`src/rtl/cvp14_mem_ctrl.sv`:
```
// cvp14_mem_ctrl: core-side memory controller with a posted write buffer.
// Reads return on the following cycle; writes queue and drain to a
// single-port synchronous SRAM whenever RD is low.
module cvp14_mem_ctrl #(
    parameter int AW    = 16,
    parameter int DEPTH = 4,
    parameter int PW    = 2
) (
    input  logic          Clk1,
    input  logic          Reset,
    input  logic [15:0]   Addr,
    input  logic          RD,
    input  logic          WR,
    input  logic          V,
    input  logic [15:0]   WrData,
    output logic [15:0]   DataIn,
    output logic [AW-1:0] sram_addr,
    output logic          sram_re,
    output logic          sram_we,
    output logic [15:0]   sram_wdata,
    input  logic [15:0]   sram_rdata,
    output logic [PW:0]   wb_count,
    output logic          idle,
    output logic          err_ovf,
    output logic          err_rdwr,
    output logic [15:0]   vec_beats
);

    logic [AW-1:0] buf_addr [DEPTH];
    logic [15:0]   buf_data [DEPTH];
    logic [PW-1:0] head_q;
    logic [PW-1:0] tail_q;
    logic [PW:0]   count_q;
    logic          rd_pend_q;
    logic          fwd_hit_q;
    logic [15:0]   fwd_data_q;
    logic [15:0]   hold_q;

    logic          rd_acc;
    logic          full;
    logic          drain;
    logic          push;
    logic          fwd_hit;
    logic [15:0]   fwd_data;
    logic [15:0]   rd_data;

    // Request decode; RD owns the SRAM port even when it loses to WR,
    // so a conflicting RD+WR cycle never pops the buffer.
    always_comb begin
        rd_acc = RD & ~WR;
        full   = (count_q == (PW+1)'(DEPTH));
        drain  = ~RD & (count_q != '0);
        push   = WR & (~full | drain);
    end

    // Scan valid entries oldest to youngest so the youngest match wins.
    always_comb begin
        fwd_hit  = 1'b0;
        fwd_data = '0;
        for (int unsigned i = 0; i < DEPTH; i++) begin
            if (((PW+1)'(i) < count_q) &&
                (buf_addr[head_q + PW'(i)] == Addr[AW-1:0])) begin
                fwd_hit  = 1'b1;
                fwd_data = buf_data[head_q + PW'(i)];
            end
        end
    end

    // Output muxing: read data is live in the cycle after a read, then held.
    always_comb begin
        rd_data    = fwd_hit_q ? fwd_data_q : sram_rdata;
        DataIn     = rd_pend_q ? rd_data : hold_q;
        sram_re    = rd_acc & ~Reset;
        sram_we    = drain & ~Reset;
        sram_addr  = rd_acc ? Addr[AW-1:0] : buf_addr[head_q];
        sram_wdata = buf_data[head_q];
        wb_count   = count_q;
        idle       = (count_q == '0) & ~rd_pend_q;
    end

    // Buffer storage; contents need no reset since the pointers define validity.
    always_ff @(posedge Clk1) begin
        if (push && !Reset) begin
            buf_addr[tail_q] <= Addr[AW-1:0];
            buf_data[tail_q] <= WrData;
        end
    end

    // Pointers, occupancy, read pipeline, sticky flags and beat counter.
    always_ff @(posedge Clk1) begin
        if (Reset) begin
            head_q     <= '0;
            tail_q     <= '0;
            count_q    <= '0;
            rd_pend_q  <= 1'b0;
            fwd_hit_q  <= 1'b0;
            fwd_data_q <= '0;
            hold_q     <= '0;
            err_ovf    <= 1'b0;
            err_rdwr   <= 1'b0;
            vec_beats  <= '0;
        end else begin
            if (push) tail_q <= tail_q + PW'(1);
            if (drain) head_q <= head_q + PW'(1);
            case ({push, drain})
                2'b10:   count_q <= count_q + (PW+1)'(1);
                2'b01:   count_q <= count_q - (PW+1)'(1);
                default: count_q <= count_q;
            endcase
            rd_pend_q <= rd_acc;
            if (rd_acc) begin
                fwd_hit_q  <= fwd_hit;
                fwd_data_q <= fwd_data;
            end
            if (rd_pend_q) hold_q <= rd_data;
            if (WR && !push) err_ovf <= 1'b1;
            if (RD && WR) err_rdwr <= 1'b1;
            if ((rd_acc || WR) && V) vec_beats <= vec_beats + 16'd1;
        end
    end

endmodule
```
`config.mk`:
```
export PLATFORM = sky130hd
export DESIGN_NAME = cvp14_mem_ctrl
export DESIGN_NICKNAME = d
export VERILOG_FILES = /design/src/rtl/cvp14_mem_ctrl.sv
export SDC_FILE = /design/constraint.sdc
export NUM_CORES = 1
export LEC_CHECK = 0
export ABC_AREA = 1
export CAP_MARGIN = 25
export CORE_ASPECT_RATIO = 1.75
export CORE_UTILIZATION = 45
export DETAILED_ROUTE_END_ITERATION = 8
export PLACE_DENSITY = 0.66
export SETUP_SLACK_MARGIN = 0.1
export SLEW_MARGIN = 0
export SYNTH_ARGS = -nofsm -noshare
export SYNTH_HDL_FRONTEND = slang
export SYNTH_SLANG_ARGS = --single-unit
```
`constraint.sdc`:
```
create_clock -name Clk1 -period 8 [get_ports Clk1]
set_input_delay 1.6 -clock Clk1 [delete_from_list [all_inputs] [get_ports Clk1]]
set_output_delay 1.6 -clock Clk1 [all_outputs]
set_load 0.02 [all_outputs]
```
==> metrics.txt, run 1 <==
# TYPE chip_impl_metric gauge
chip_impl_info{name="run_status",value="complete, no violations"} 1
chip_impl_metric{name="area_growth_syn_to_layout",unit="%"} 16.2
chip_impl_metric{name="ratio_of_final_minimum_period_to_clock_period",unit="%"} 70.2
chip_impl_metric{name="clkSlewWorstSetupHoldPaths",unit="ps"} 80
chip_impl_metric{name="cts.htree.levels",unit=""} 4
chip_impl_info{name="biggest_area_consumer_among_synthesized_cells",value="sky130_fd_sc_hd__edfxtp_1"} 1
chip_impl_metric{name="cellLeakagePower",unit="nW"} 5.62
chip_impl_metric{name="average_vias_per_placed_instance",unit=""} 5.65
chip_impl_info{name="setup_repair_after_global_routing_missed_its_margin",value="no"} 1
chip_impl_metric{name="io_buffers",unit=""} 124
chip_impl_metric{name="register_area",unit="um^2"} 5070
chip_impl_metric{name="core",unit="um^2"} 25800
chip_impl_metric{name="floorplan.die_area",unit="um^2"} 26800
chip_impl_metric{name="timing.clock.skew",unit="ps"} 11.4
chip_impl_metric{name="totalPowerFinal",unit="mW"} 3.69
chip_impl_metric{name="maxClockFrequency",unit="MHz"} 178
chip_impl_metric{name="dpl.hpwl",unit="um"} 24600
chip_impl_metric{name="num_antenna_cells",unit=""} 0
chip_impl_metric{name="starting_density_of_the_core",unit="%"} 45.7
chip_impl_metric{name="cts.repair.resized",unit=""} 0
chip_impl_metric{name="tns",unit="ps"} 0
chip_impl_metric{name="drt_drc_violations_left",unit=""} 0
chip_impl_metric{name="floorplan.rows",unit=""} 78
chip_impl_metric{name="slew_at_the_pin_closest_to_its_max_slew_limit",unit="ps"} 1080
chip_impl_metric{name="timing.critical_path.arrival",unit="ps"} 4020
chip_impl_metric{name="synth_fp_nets",unit=""} 1702
chip_impl_metric{name="cts_made_buffers",unit=""} 17
chip_impl_metric{name="synth_seq_cells",unit=""} 189
chip_impl_metric{name="die-width",unit="um"} 124
chip_impl_metric{name="max_cap_viol_count",unit=""} 0
chip_impl_metric{name="critPathMaxFanout",unit=""} 35
chip_impl_metric{name="first_global_vias",unit=""} 11000
chip_impl_metric{name="final-hold-violation-count",unit=""} 0
chip_impl_metric{name="drtPass1Iterations",unit=""} 6
chip_impl_metric{name="total_gr_overflow",unit=""} 0
chip_impl_metric{name="tritoncts_num_sinks",unit=""} 189
chip_impl_metric{name="layout.core_utilization",unit="%"} 53.1
chip_impl_info{name="holdCritPathClass",value="reg -> reg"} 1
chip_impl_metric{name="synth-warning-count",unit=""} 0
chip_impl_metric{name="postCtsSetupBuffers",unit=""} 0
chip_impl_info{name="tritoncts",value="yes"} 1
chip_impl_metric{name="period_needed",unit="ps"} 5620
chip_impl_info{name="crit_type",value="in -> out"} 1
chip_impl_metric{name="multi_input_comb_area",unit="um^2"} 5710
chip_impl_metric{name="wl_per_cell",unit="um"} 18.4
chip_impl_metric{name="clock_latency",unit="ps"} 470
chip_impl_metric{name="finalWeightedCongestion",unit=""} 0.948
chip_impl_metric{name="peakVddDrop",unit="mV"} 0.180
chip_impl_metric{name="post_synth.cell_area_avg",unit="um^2"} 7.18
chip_impl_info{name="mostFrequentLayoutCell",value="sky130_fd_sc_hd__nand2_1"} 1
chip_impl_info{name="end_kind",value="output port"} 1
chip_impl_metric{name="postCtsHoldBufs",unit=""} 0
chip_impl_metric{name="design_area",unit="um^2"} 13700
chip_impl_metric{name="grt_start_max_net_pins",unit=""} 74
chip_impl_metric{name="setup_violations",unit=""} 0
chip_impl_metric{name="global_route_wire_length_before_repair",unit="um"} 57800
chip_impl_metric{name="power_density_relative_to_cell_area",unit="nW/um^2"} 270
chip_impl_metric{name="post_synth_instance_area",unit="um^2"} 11800
chip_impl_metric{name="hold_slack",unit="ps"} 454
chip_impl_metric{name="synth_sequential_area_ratio",unit="%"} 43.0
chip_impl_info{name="cts_root_cell",value="sky130_fd_sc_hd__clkbuf_16"} 1
chip_impl_metric{name="relSlewSlack",unit="%"} 28.1
chip_impl_info{name="start_kind",value="primary input"} 1
chip_impl_metric{name="dpl-instance-area",unit="um^2"} 13100
chip_impl_metric{name="cp.required",unit="ps"} 6400
chip_impl_metric{name="dr.first_iter.drc_count",unit=""} 971
chip_impl_info{name="top_library_cells_by_usage_in_the_layout_fill_and_taps_aside",value="sky130_fd_sc_hd__nand2_1 (556), sky130_fd_sc_hd__o21ai_0 (174), sky130_fd_sc_hd__inv_1 (145)"} 1
chip_impl_metric{name="max_slew_violations",unit=""} 0
chip_impl_metric{name="syn-instance-count",unit=""} 1639
chip_impl_metric{name="share_of_the_synthesized_area_in_the_top_cell_type",unit="%"} 32.6
chip_impl_metric{name="initial_antenna_violation_count",unit=""} 0
chip_impl_metric{name="nets_finish",unit=""} 1770
chip_impl_metric{name="synth.distinct_cells",unit=""} 35
chip_impl_metric{name="vias",unit=""} 11500
chip_impl_metric{name="drive_above_1_share",unit="%"} 4.65
chip_impl_metric{name="antenna_left",unit=""} 0
chip_impl_metric{name="grt.total_usage",unit="%"} 28.0
chip_impl_metric{name="vertical_die_dimension",unit="um"} 216
chip_impl_info{name="cells_taking_the_most_area_after_synthesis",value="sky130_fd_sc_hd__edfxtp_1 (33%), sky130_fd_sc_hd__nand2_1 (18%), sky130_fd_sc_hd__dfxtp_1 (10%)"} 1
chip_impl_metric{name="postRouteWirelength",unit="um"} 37500
chip_impl_metric{name="io_pins",unit=""} 125
chip_impl_metric{name="fillerInstances",unit=""} 2552
chip_impl_metric{name="maximum_buffer_depth_of_the_clock_tree",unit=""} 2
==> final timing paths <==
path / from / endpoint / slack, ps / cells past startpoint
setup / recovery: RD / sram_re / 2380 / 7
hold reg to reg: err_ovf$_SDFFE_PP0P_ / err_ovf$_SDFFE_PP0P_ / 450 / 2
hold / removal: err_ovf$_SDFFE_PP0P_ / err_ovf$_SDFFE_PP0P_ / 450 / 2
setup reg to reg: head_q[0]$_SDFFE_PP0N_ / fwd_data_q[12]$_SDFFE_PP0P_ / 3280 / 18
==> report_power, final <==
group	leakage [nW]	total, mW	internal, mW	switching [mW]
clock	0.277	0.818	0.408	0.410
combinational	3.68	1.75	0.540	1.21
sequential	1.66	1.13	1.08	0.0434
total	5.62	3.69	2.03	1.66
==> flip-flops by register name (all words and copies together) (netlist names), named ones only <==
register,flops
head_q,2
buf_data,64
wb_count,3
rd_pend_q,1
vec_beats,16
err_rdwr,1
fwd_hit_q,1
buf_addr,64
fwd_data_q,16
err_ovf,1
tail_q,2
hold_q,16
==> cell families (layout without fill, tap and decap cells) <==
logic type,count (synthesis),after routing,share of synthesized area [%]
AOI/OAI and AO/OA,325,325,15.3
and+or+nand+nor,856,856,30.5
buffers and inverters,242,323,8.87
adders and majority gates,10,10,1.06
xor gates and xnor gates,17,17,1.26
DFF,189,189,43.0
==> synthesized netlist by cell type, drive strengths merged <==
cell type and number:
o22ai 18, a21oi 68, xor2 17, a22oi 15, clkbuf 41, inv 150
nand3b 2, o211ai 1, nor3 14, buf 50, nor2 127, o21ba 1
clkinv 1, edfxtp 128, o21a 17, o21ai 187, ha 10, dfxtp 61
nand4 37, a221oi 16, nand2 560, nand3 116, a31oi 2
==> through the flow <==
stage,worst slack [ps],cells
2_1_floorplan,3790,1639
3_3_place_gp,2410,2007
3_5_place_dp,2400,2008
4_1_cts,2390,2040
5_1_grt,2270,2040
6_report,2380,2040
==> worst max-delay path: stages <==
cell	delay, ps
sky130_fd_sc_hd__clkdlybuf4s50_1	580
sky130_fd_sc_hd__inv_1	80
sky130_fd_sc_hd__nor2_2	570
sky130_fd_sc_hd__clkinv_1	140
sky130_fd_sc_hd__buf_4	280
sky130_fd_sc_hd__nor2_1	130
sky130_fd_sc_hd__clkdlybuf4s50_1	620
==> cell type report <==
class                   count  share of cell area (%)
well taps                 320                    2.93
clock inverters            15                   0.961
flip-flops and latches    189                    37.1
inverters                 151                    4.14
clock buffers              17                    3.11
multi-input cells        1208                    41.7
repair buffers            140                    10.1
==> layer usage <==
metal	vias to the layer above	global-route usage [%]	wire length (um)
li1	5592	-	-
met1	5273	30.3	13500
met2	529	49.9	19300
met3	124	4.26	2570
met4	0	18.7	2120
met5	-	0	0
Power figures use the tool's default switching activity.
==> run 2: changes to the inputs <==
--- a/config.mk
+++ b/config.mk
@@ -10,7 +10,7 @@
 export CORE_ASPECT_RATIO = 1.75
 export CORE_UTILIZATION = 45
 export DETAILED_ROUTE_END_ITERATION = 8
-export PLACE_DENSITY = 0.66
+export PLACE_DENSITY = 0.68
 export SETUP_SLACK_MARGIN = 0.1
 export SLEW_MARGIN = 0
 export SYNTH_ARGS = -nofsm -noshare
==> constraint.sdc (replaced) <==
create_clock -name Clk1 -period 4.7 [get_ports Clk1]
set_input_delay 0.94 -clock Clk1 [delete_from_list [all_inputs] [get_ports Clk1]]
set_output_delay 0.94 -clock Clk1 [all_outputs]
set_load 0.02 [all_outputs]
==> run 2 against run 1 <==
Compared with the run above: critical path depth down 3; final cell count increased by 1.4%; count of clock-buffer cells in the layout grew 2; clock power rose by 81%; global-route usage grew 0.26 points; design area rose by 2.0%; combinational power up 73%; core utilization increased by 1.1 points; first-iteration DRC count is 9.2% higher; sequential power grew 71%; hold slack worse by 4.4 ps; largest cell class unchanged; largest power group unchanged.
==> metrics.txt, run 2 (same netlist as run 1, synthesis figures left out) <==
# TYPE chip_impl_metric gauge
chip_impl_metric{name="timing.critical_path.slowest_cell_delay",unit="ps"} 710
chip_impl_metric{name="global_route_wire_length_before_repair",unit="um"} 58500
chip_impl_metric{name="wl_per_cell",unit="um"} 18.0
chip_impl_metric{name="final-hold-violation-count",unit=""} 0
chip_impl_info{name="top_library_cells_by_usage_in_the_layout_fill_and_taps_aside",value="sky130_fd_sc_hd__nand2_1 (556), sky130_fd_sc_hd__o21ai_0 (174), sky130_fd_sc_hd__inv_1 (145)"} 1
chip_impl_metric{name="timing.critical_path.arrival",unit="ps"} 3060
chip_impl_metric{name="ratio_of_final_minimum_period_to_clock_period",unit="%"} 85.0
chip_impl_metric{name="drt_drc_violations_left",unit=""} 0
chip_impl_metric{name="grt.total_usage",unit="%"} 28.2
chip_impl_info{name="cts_root_cell",value="sky130_fd_sc_hd__clkbuf_16"} 1
chip_impl_metric{name="dpl.hpwl",unit="um"} 26300
chip_impl_metric{name="grt_start_max_net_pins",unit=""} 55
chip_impl_metric{name="area_growth_syn_to_layout",unit="%"} 18.5
chip_impl_metric{name="nets_finish",unit=""} 1799
chip_impl_metric{name="core",unit="um^2"} 25800
chip_impl_metric{name="combPwrFrac",unit="%"} 47.1
chip_impl_metric{name="io_buffers",unit=""} 124
chip_impl_metric{name="placement.setup.worst_slack",unit="ps"} 733
chip_impl_metric{name="relSlewSlack",unit="%"} 53.4
chip_impl_info{name="crit_type",value="reg -> out"} 1
chip_impl_metric{name="first_global_vias",unit=""} 11000
chip_impl_metric{name="max_slew_violations",unit=""} 0
chip_impl_metric{name="power_density_relative_to_cell_area",unit="nW/um^2"} 462
chip_impl_metric{name="cellLeakagePower",unit="nW"} 5.79
chip_impl_metric{name="power.switching_fraction",unit="%"} 43.7
chip_impl_info{name="setup_repair_after_global_routing_missed_its_margin",value="no"} 1
chip_impl_metric{name="setup_violations",unit=""} 0
chip_impl_metric{name="floorplan.rows",unit=""} 78
chip_impl_metric{name="period_needed",unit="ps"} 4000
chip_impl_metric{name="initial_antenna_violation_count",unit=""} 0
chip_impl_info{name="holdCritPathClass",value="reg -> reg"} 1
chip_impl_metric{name="timing.clock.skew",unit="ps"} 12.5
chip_impl_metric{name="slew_at_the_pin_closest_to_its_max_slew_limit",unit="ps"} 697
chip_impl_metric{name="clkSlewWorstSetupHoldPaths",unit="ps"} 70
chip_impl_metric{name="seq_power_share",unit="%"} 29.9
chip_impl_metric{name="vertical_die_dimension",unit="um"} 216
chip_impl_metric{name="finalWeightedCongestion",unit=""} 0.972
chip_impl_metric{name="postCtsSetupBuffers",unit=""} 0
chip_impl_metric{name="total_gr_overflow",unit=""} 0
chip_impl_metric{name="postCtsHoldBufs",unit=""} 0
chip_impl_metric{name="drive_above_1_share",unit="%"} 6.17
chip_impl_metric{name="dr.first_iter.drc_count",unit=""} 1060
chip_impl_info{name="largestRegisters",value="buf_addr: 64 flops, buf_data: 64 flops"} 1
chip_impl_metric{name="die-width",unit="um"} 124
chip_impl_info{name="run_status",value="complete, no violations"} 1
chip_impl_metric{name="floorplan.die_area",unit="um^2"} 26800
chip_impl_metric{name="cp.required",unit="ps"} 3760
chip_impl_info{name="worstPathCellList",value="buf_4, o21ai_0, o22ai_1, clkdlybuf4s50_1"} 1
chip_impl_info{name="start_kind",value="flop"} 1
chip_impl_metric{name="p_switching",unit="mW"} 2.82
chip_impl_metric{name="finalWorstSetupSlack",unit="ps"} 705
chip_impl_metric{name="power.share.clock",unit="%"} 23.0
chip_impl_info{name="tritoncts",value="yes"} 1
chip_impl_metric{name="max_cap_viol_count",unit=""} 0
chip_impl_metric{name="peakVddDrop",unit="mV"} 0.283
chip_impl_metric{name="critPathMaxFanout",unit=""} 43
chip_impl_metric{name="io_pins",unit=""} 125
chip_impl_info{name="mostFrequentLayoutCell",value="sky130_fd_sc_hd__nand2_1"} 1
chip_impl_metric{name="p_int",unit="mW"} 3.63
chip_impl_info{name="end_kind",value="output port"} 1
chip_impl_metric{name="clock_latency",unit="ps"} 470
chip_impl_metric{name="vias",unit=""} 11500
chip_impl_metric{name="starting_density_of_the_core",unit="%"} 45.7
chip_impl_metric{name="maximum_buffer_depth_of_the_clock_tree",unit=""} 2
chip_impl_metric{name="num_antenna_cells",unit=""} 0
chip_impl_metric{name="tritoncts_num_sinks",unit=""} 189
chip_impl_metric{name="cts.htree.levels",unit=""} 4
chip_impl_metric{name="postRouteWirelength",unit="um"} 37300
chip_impl_metric{name="cts.repair.resized",unit=""} 0
chip_impl_metric{name="average_vias_per_placed_instance",unit=""} 5.58
chip_impl_metric{name="antenna_left",unit=""} 0
chip_impl_metric{name="tns",unit="ps"} 0
chip_impl_metric{name="drtPass1Iterations",unit=""} 6
chip_impl_metric{name="fillerInstances",unit=""} 2465
chip_impl_info{name="crit_slowest_cell",value="sky130_fd_sc_hd__clkdlybuf4s50_1"} 1
chip_impl_metric{name="cts_made_buffers",unit=""} 17
chip_impl_metric{name="maxClockFrequency",unit="MHz"} 250
[run 2: cell count changes in the layout (fill, tap and decap cells not counted), moves of 2 or more]
cell                        before  now
sky130_fd_sc_hd__buf_12          0    2
sky130_fd_sc_hd__buf_4          15   42
sky130_fd_sc_hd__clkbuf_16      17   19
sky130_fd_sc_hd__clkinv_4        5    3
sky130_fd_sc_hd__inv_6           7    4
sky130_fd_sc_hd__nor2_2          2    4
sky130_fd_sc_hd__nor2_4         14   12
[run 2: stage by stage]
stage               utilization, %  power (mW)  hold WS, ps  instances  instance area, um^2
floorplan                        -        3.92          442       1639                11800
global placement              51.7        4.92          443       2036                13300
detailed placement            51.7        4.95          439       2036                13300
CTS                           54.1        6.43          450       2068                13900
global route                  54.2        6.82          466       2069                14000
finish                        54.2        6.45          450       2069                14000
[run 2: critical path: cells and delay by family, from the launching register on]
family                 cells  cell delay [ps]
AOI/OAI and AO/OA          2              660
buffers and inverters      2             1240
DFF                        1              660
[run 2: final cells by class]
class,count,area (um^2),share of cell area (%)
Clock inverter,13,125,0.897
Inverter,151,567,4.06
Timing Repair Buffer,169,1620,11.6
Multi-Input combinational cell,1208,5700,40.8
Tap cell,320,400,2.87
Sequential cell,189,5070,36.3
Clock buffer,19,475,3.41
[run 2: worst paths after layout]
| check | startpoint | to | slack [ps] | cells after the start |
|---|---|---|---|---|
| max | flop | sram_wdata[12] | 700 | 4 |
| min | err_ovf$_SDFFE_PP0P_ | err_ovf$_SDFFE_PP0P_ | 450 | 2 |
| max reg2reg | head_q[1]$_SDFFE_PP0N_ | fwd_data_q[6]$_SDFFE_PP0P_ | 1320 | 14 |
| min reg2reg | err_ovf$_SDFFE_PP0P_ | err_ovf$_SDFFE_PP0P_ | 450 | 2 |
[run 2: metal layers]
layer  track usage (%)  routed length (um)  up-vias
met5                 0                   0        -
met4              19.2                2380        0
met3              4.83                2720      141
met2              49.6               19000      533
met1              30.8               13100     5225
li1                  -                   -     5648
[run 2: power groups by stage]
| stage | Clock [mW] | Sequential (mW) | Combinational, mW |
|---|---|---|---|
| floorplan | 0 | 1.93 | 1.99 |
| global placement | 0 | 1.97 | 2.95 |
| detailed placement | 0 | 1.97 | 2.99 |
| CTS | 1.50 | 1.93 | 2.99 |
| global route | 1.57 | 1.94 | 3.31 |
| finish | 1.48 | 1.93 | 3.03 |
==> run 3: changes to the inputs <==
==> constraint.sdc (replaced) <==
create_clock -name Clk1 -period 4.7 [get_ports Clk1]
set_input_delay 1.175 -clock Clk1 [delete_from_list [all_inputs] [get_ports Clk1]]
set_output_delay 1.175 -clock Clk1 [all_outputs]
set_load 0.02 [all_outputs]
==> run 3 against run 2 <==
Compared with the run above: via count is 0.51% higher; clock skew is 4.2 ps lower; register-to-register slack better by 80 ps; global-route usage is 0.28 points lower; first-iteration DRC count is 27% lower; worst setup slack worse by 250 ps; sequential share of layout area hardly changed; sequential cell count stayed put; routed wire length is 0.36% higher; die area stayed put; count of clock-buffer cells in the layout is 1 lower; largest power group unchanged.
==> metrics.txt, run 3 (same netlist as run 1, synthesis figures left out) <==
# TYPE chip_impl_metric gauge
chip_impl_metric{name="grt_start_max_net_pins",unit=""} 57
chip_impl_metric{name="postRouteWirelength",unit="um"} 37400
chip_impl_metric{name="dr.first_iter.drc_count",unit=""} 772
chip_impl_metric{name="wl_per_cell",unit="um"} 18.1
chip_impl_metric{name="clkSlewWorstSetupHoldPaths",unit="ps"} 70
chip_impl_metric{name="area_growth_syn_to_layout",unit="%"} 18.5
chip_impl_metric{name="clock_latency",unit="ps"} 460
chip_impl_metric{name="peakVddDrop",unit="mV"} 0.386
chip_impl_metric{name="drtPass1Iterations",unit=""} 6
chip_impl_metric{name="drt_drc_violations_left",unit=""} 0
chip_impl_metric{name="maximum_buffer_depth_of_the_clock_tree",unit=""} 2
chip_impl_metric{name="totalPowerFinal",unit="mW"} 6.49
chip_impl_metric{name="postCtsSetupBuffers",unit=""} 0
chip_impl_metric{name="nets_finish",unit=""} 1800
chip_impl_metric{name="ratio_of_final_minimum_period_to_clock_period",unit="%"} 90.2
chip_impl_info{name="route.top_layer_used",value="met4"} 1
chip_impl_metric{name="dp_cells",unit=""} 2037
chip_impl_metric{name="io_pins",unit=""} 125
chip_impl_metric{name="relSlewSlack",unit="%"} 29.8
chip_impl_metric{name="first_global_vias",unit=""} 11100
chip_impl_metric{name="timing.critical_path.arrival",unit="ps"} 3070
chip_impl_metric{name="dpl.hpwl",unit="um"} 25600
chip_impl_metric{name="drive_above_1_share",unit="%"} 5.95
chip_impl_metric{name="cellLeakagePower",unit="nW"} 5.79
chip_impl_metric{name="max_cap_viol_count",unit=""} 0
chip_impl_metric{name="critPathMaxFanout",unit=""} 33
chip_impl_metric{name="met3_length",unit="um"} 2540
chip_impl_info{name="crit_type",value="in -> out"} 1
chip_impl_metric{name="tns",unit="ps"} 0
chip_impl_metric{name="die-width",unit="um"} 124
chip_impl_info{name="setup_repair_after_global_routing_missed_its_margin",value="no"} 1
chip_impl_metric{name="tritoncts_num_sinks",unit=""} 189
chip_impl_metric{name="detailroute.wirelength.met2",unit="um"} 18700
chip_impl_metric{name="global_route_wire_length_before_repair",unit="um"} 57900
chip_impl_metric{name="cts_made_buffers",unit=""} 17
chip_impl_metric{name="total_gr_overflow",unit=""} 0
chip_impl_metric{name="route.layer.met1.wl",unit="um"} 13600
chip_impl_info{name="largestRegisters",value="buf_addr: 64 flops, buf_data: 64 flops"} 1
chip_impl_metric{name="vertical_die_dimension",unit="um"} 216
chip_impl_metric{name="finalWeightedCongestion",unit=""} 0.940
chip_impl_metric{name="antenna_left",unit=""} 0
chip_impl_metric{name="slew_at_the_pin_closest_to_its_max_slew_limit",unit="ps"} 1050
chip_impl_metric{name="floorplan.rows",unit=""} 78
chip_impl_metric{name="initial_antenna_violation_count",unit=""} 0
chip_impl_info{name="cts_root_cell",value="sky130_fd_sc_hd__clkbuf_16"} 1
chip_impl_metric{name="power_density_relative_to_cell_area",unit="nW/um^2"} 465
chip_impl_info{name="mostFrequentLayoutCell",value="sky130_fd_sc_hd__nand2_1"} 1
chip_impl_metric{name="maxClockFrequency",unit="MHz"} 236
chip_impl_metric{name="starting_density_of_the_core",unit="%"} 45.7
chip_impl_metric{name="max_slew_violations",unit=""} 0
chip_impl_metric{name="vias",unit=""} 11600
chip_impl_metric{name="cts.repair.resized",unit=""} 0
chip_impl_info{name="end_kind",value="output port"} 1
chip_impl_metric{name="postCtsHoldBufs",unit=""} 0
chip_impl_metric{name="cp.required",unit="ps"} 3520
chip_impl_metric{name="placement.setup.worst_slack",unit="ps"} 466
chip_impl_info{name="tritoncts",value="yes"} 1
chip_impl_metric{name="timing.clock.skew",unit="ps"} 8.31
chip_impl_metric{name="grt.total_usage",unit="%"} 27.9
chip_impl_metric{name="period_needed",unit="ps"} 4240
chip_impl_metric{name="average_vias_per_placed_instance",unit=""} 5.61
chip_impl_metric{name="num_antenna_cells",unit=""} 0
chip_impl_metric{name="floorplan.die_area",unit="um^2"} 26800
chip_impl_info{name="top_library_cells_by_usage_in_the_layout_fill_and_taps_aside",value="sky130_fd_sc_hd__nand2_1 (556), sky130_fd_sc_hd__o21ai_0 (174), sky130_fd_sc_hd__inv_1 (145)"} 1
chip_impl_metric{name="post_layout_nonfiller_instances",unit=""} 2069
chip_impl_metric{name="setup_violations",unit=""} 0
chip_impl_info{name="holdCritPathClass",value="reg -> reg"} 1
chip_impl_info{name="run_status",value="complete, no violations"} 1
chip_impl_metric{name="core",unit="um^2"} 25800
chip_impl_info{name="start_kind",value="primary input"} 1
chip_impl_metric{name="cts.htree.levels",unit=""} 4
chip_impl_metric{name="final-hold-violation-count",unit=""} 0
chip_impl_metric{name="io_buffers",unit=""} 124
chip_impl_metric{name="finalWorstSetupSlack",unit="ps"} 459
## run 3: stage by stage
stage               instance area (um^2)  hold slack (ps)  utilization [%]
floorplan                          11800              442                -
finish                             14000              461             54.2
detailed placement                 13300              449             51.7
CTS                                13900              459             54.1
global route                       14000              480             54.2
global placement                   13300              445             51.7
## run 3: report_power, final
group / total (mW) / switching [mW] / leakage [nW] / internal [mW]
combinational: 3.07 / 2.08 / 3.84 / 0.995
clock: 1.51 / 0.628 / 0.292 / 0.880
sequential: 1.91 / 0.0700 / 1.66 / 1.84
## run 3: final cells by class
type,instances,area [um^2]
Fill cell,2527,11800
Multi-Input combinational cell,1208,5700
Sequential cell,189,5070
Timing Repair Buffer,170,1620
Inverter,151,567
Clock buffer,18,429
Tap cell,320,400
Clock inverter,13,173
## run 3: critical path: stages
cell	delay, ps
sky130_fd_sc_hd__clkdlybuf4s50_1	570
sky130_fd_sc_hd__inv_1	70
sky130_fd_sc_hd__nor2_2	200
sky130_fd_sc_hd__buf_12	230
sky130_fd_sc_hd__nand2_1	70
sky130_fd_sc_hd__o21ai_0	80
sky130_fd_sc_hd__clkdlybuf4s50_1	630
## run 3: worst paths after layout
kind / to / cells after the start / slack [ps] / start
setup / recovery: sram_addr[8] / 7 / 460 / RD
hold / removal: err_ovf$_SDFFE_PP0P_ / 2 / 460 / err_ovf$_SDFFE_PP0P_
setup reg to reg: fwd_data_q[10]$_SDFFE_PP0P_ / 13 / 1400 / head_q[1]$_SDFFE_PP0N_
hold reg to reg: err_ovf$_SDFFE_PP0P_ / 2 / 460 / err_ovf$_SDFFE_PP0P_
## run 3: routing by layer
layer | global-route usage [%] | vias up
met5 | 0 | -
met1 | 29.8 | 5282
met3 | 4.61 | 156
met4 | 21.7 | 0
met2 | 48.8 | 536
li1 | - | 5632
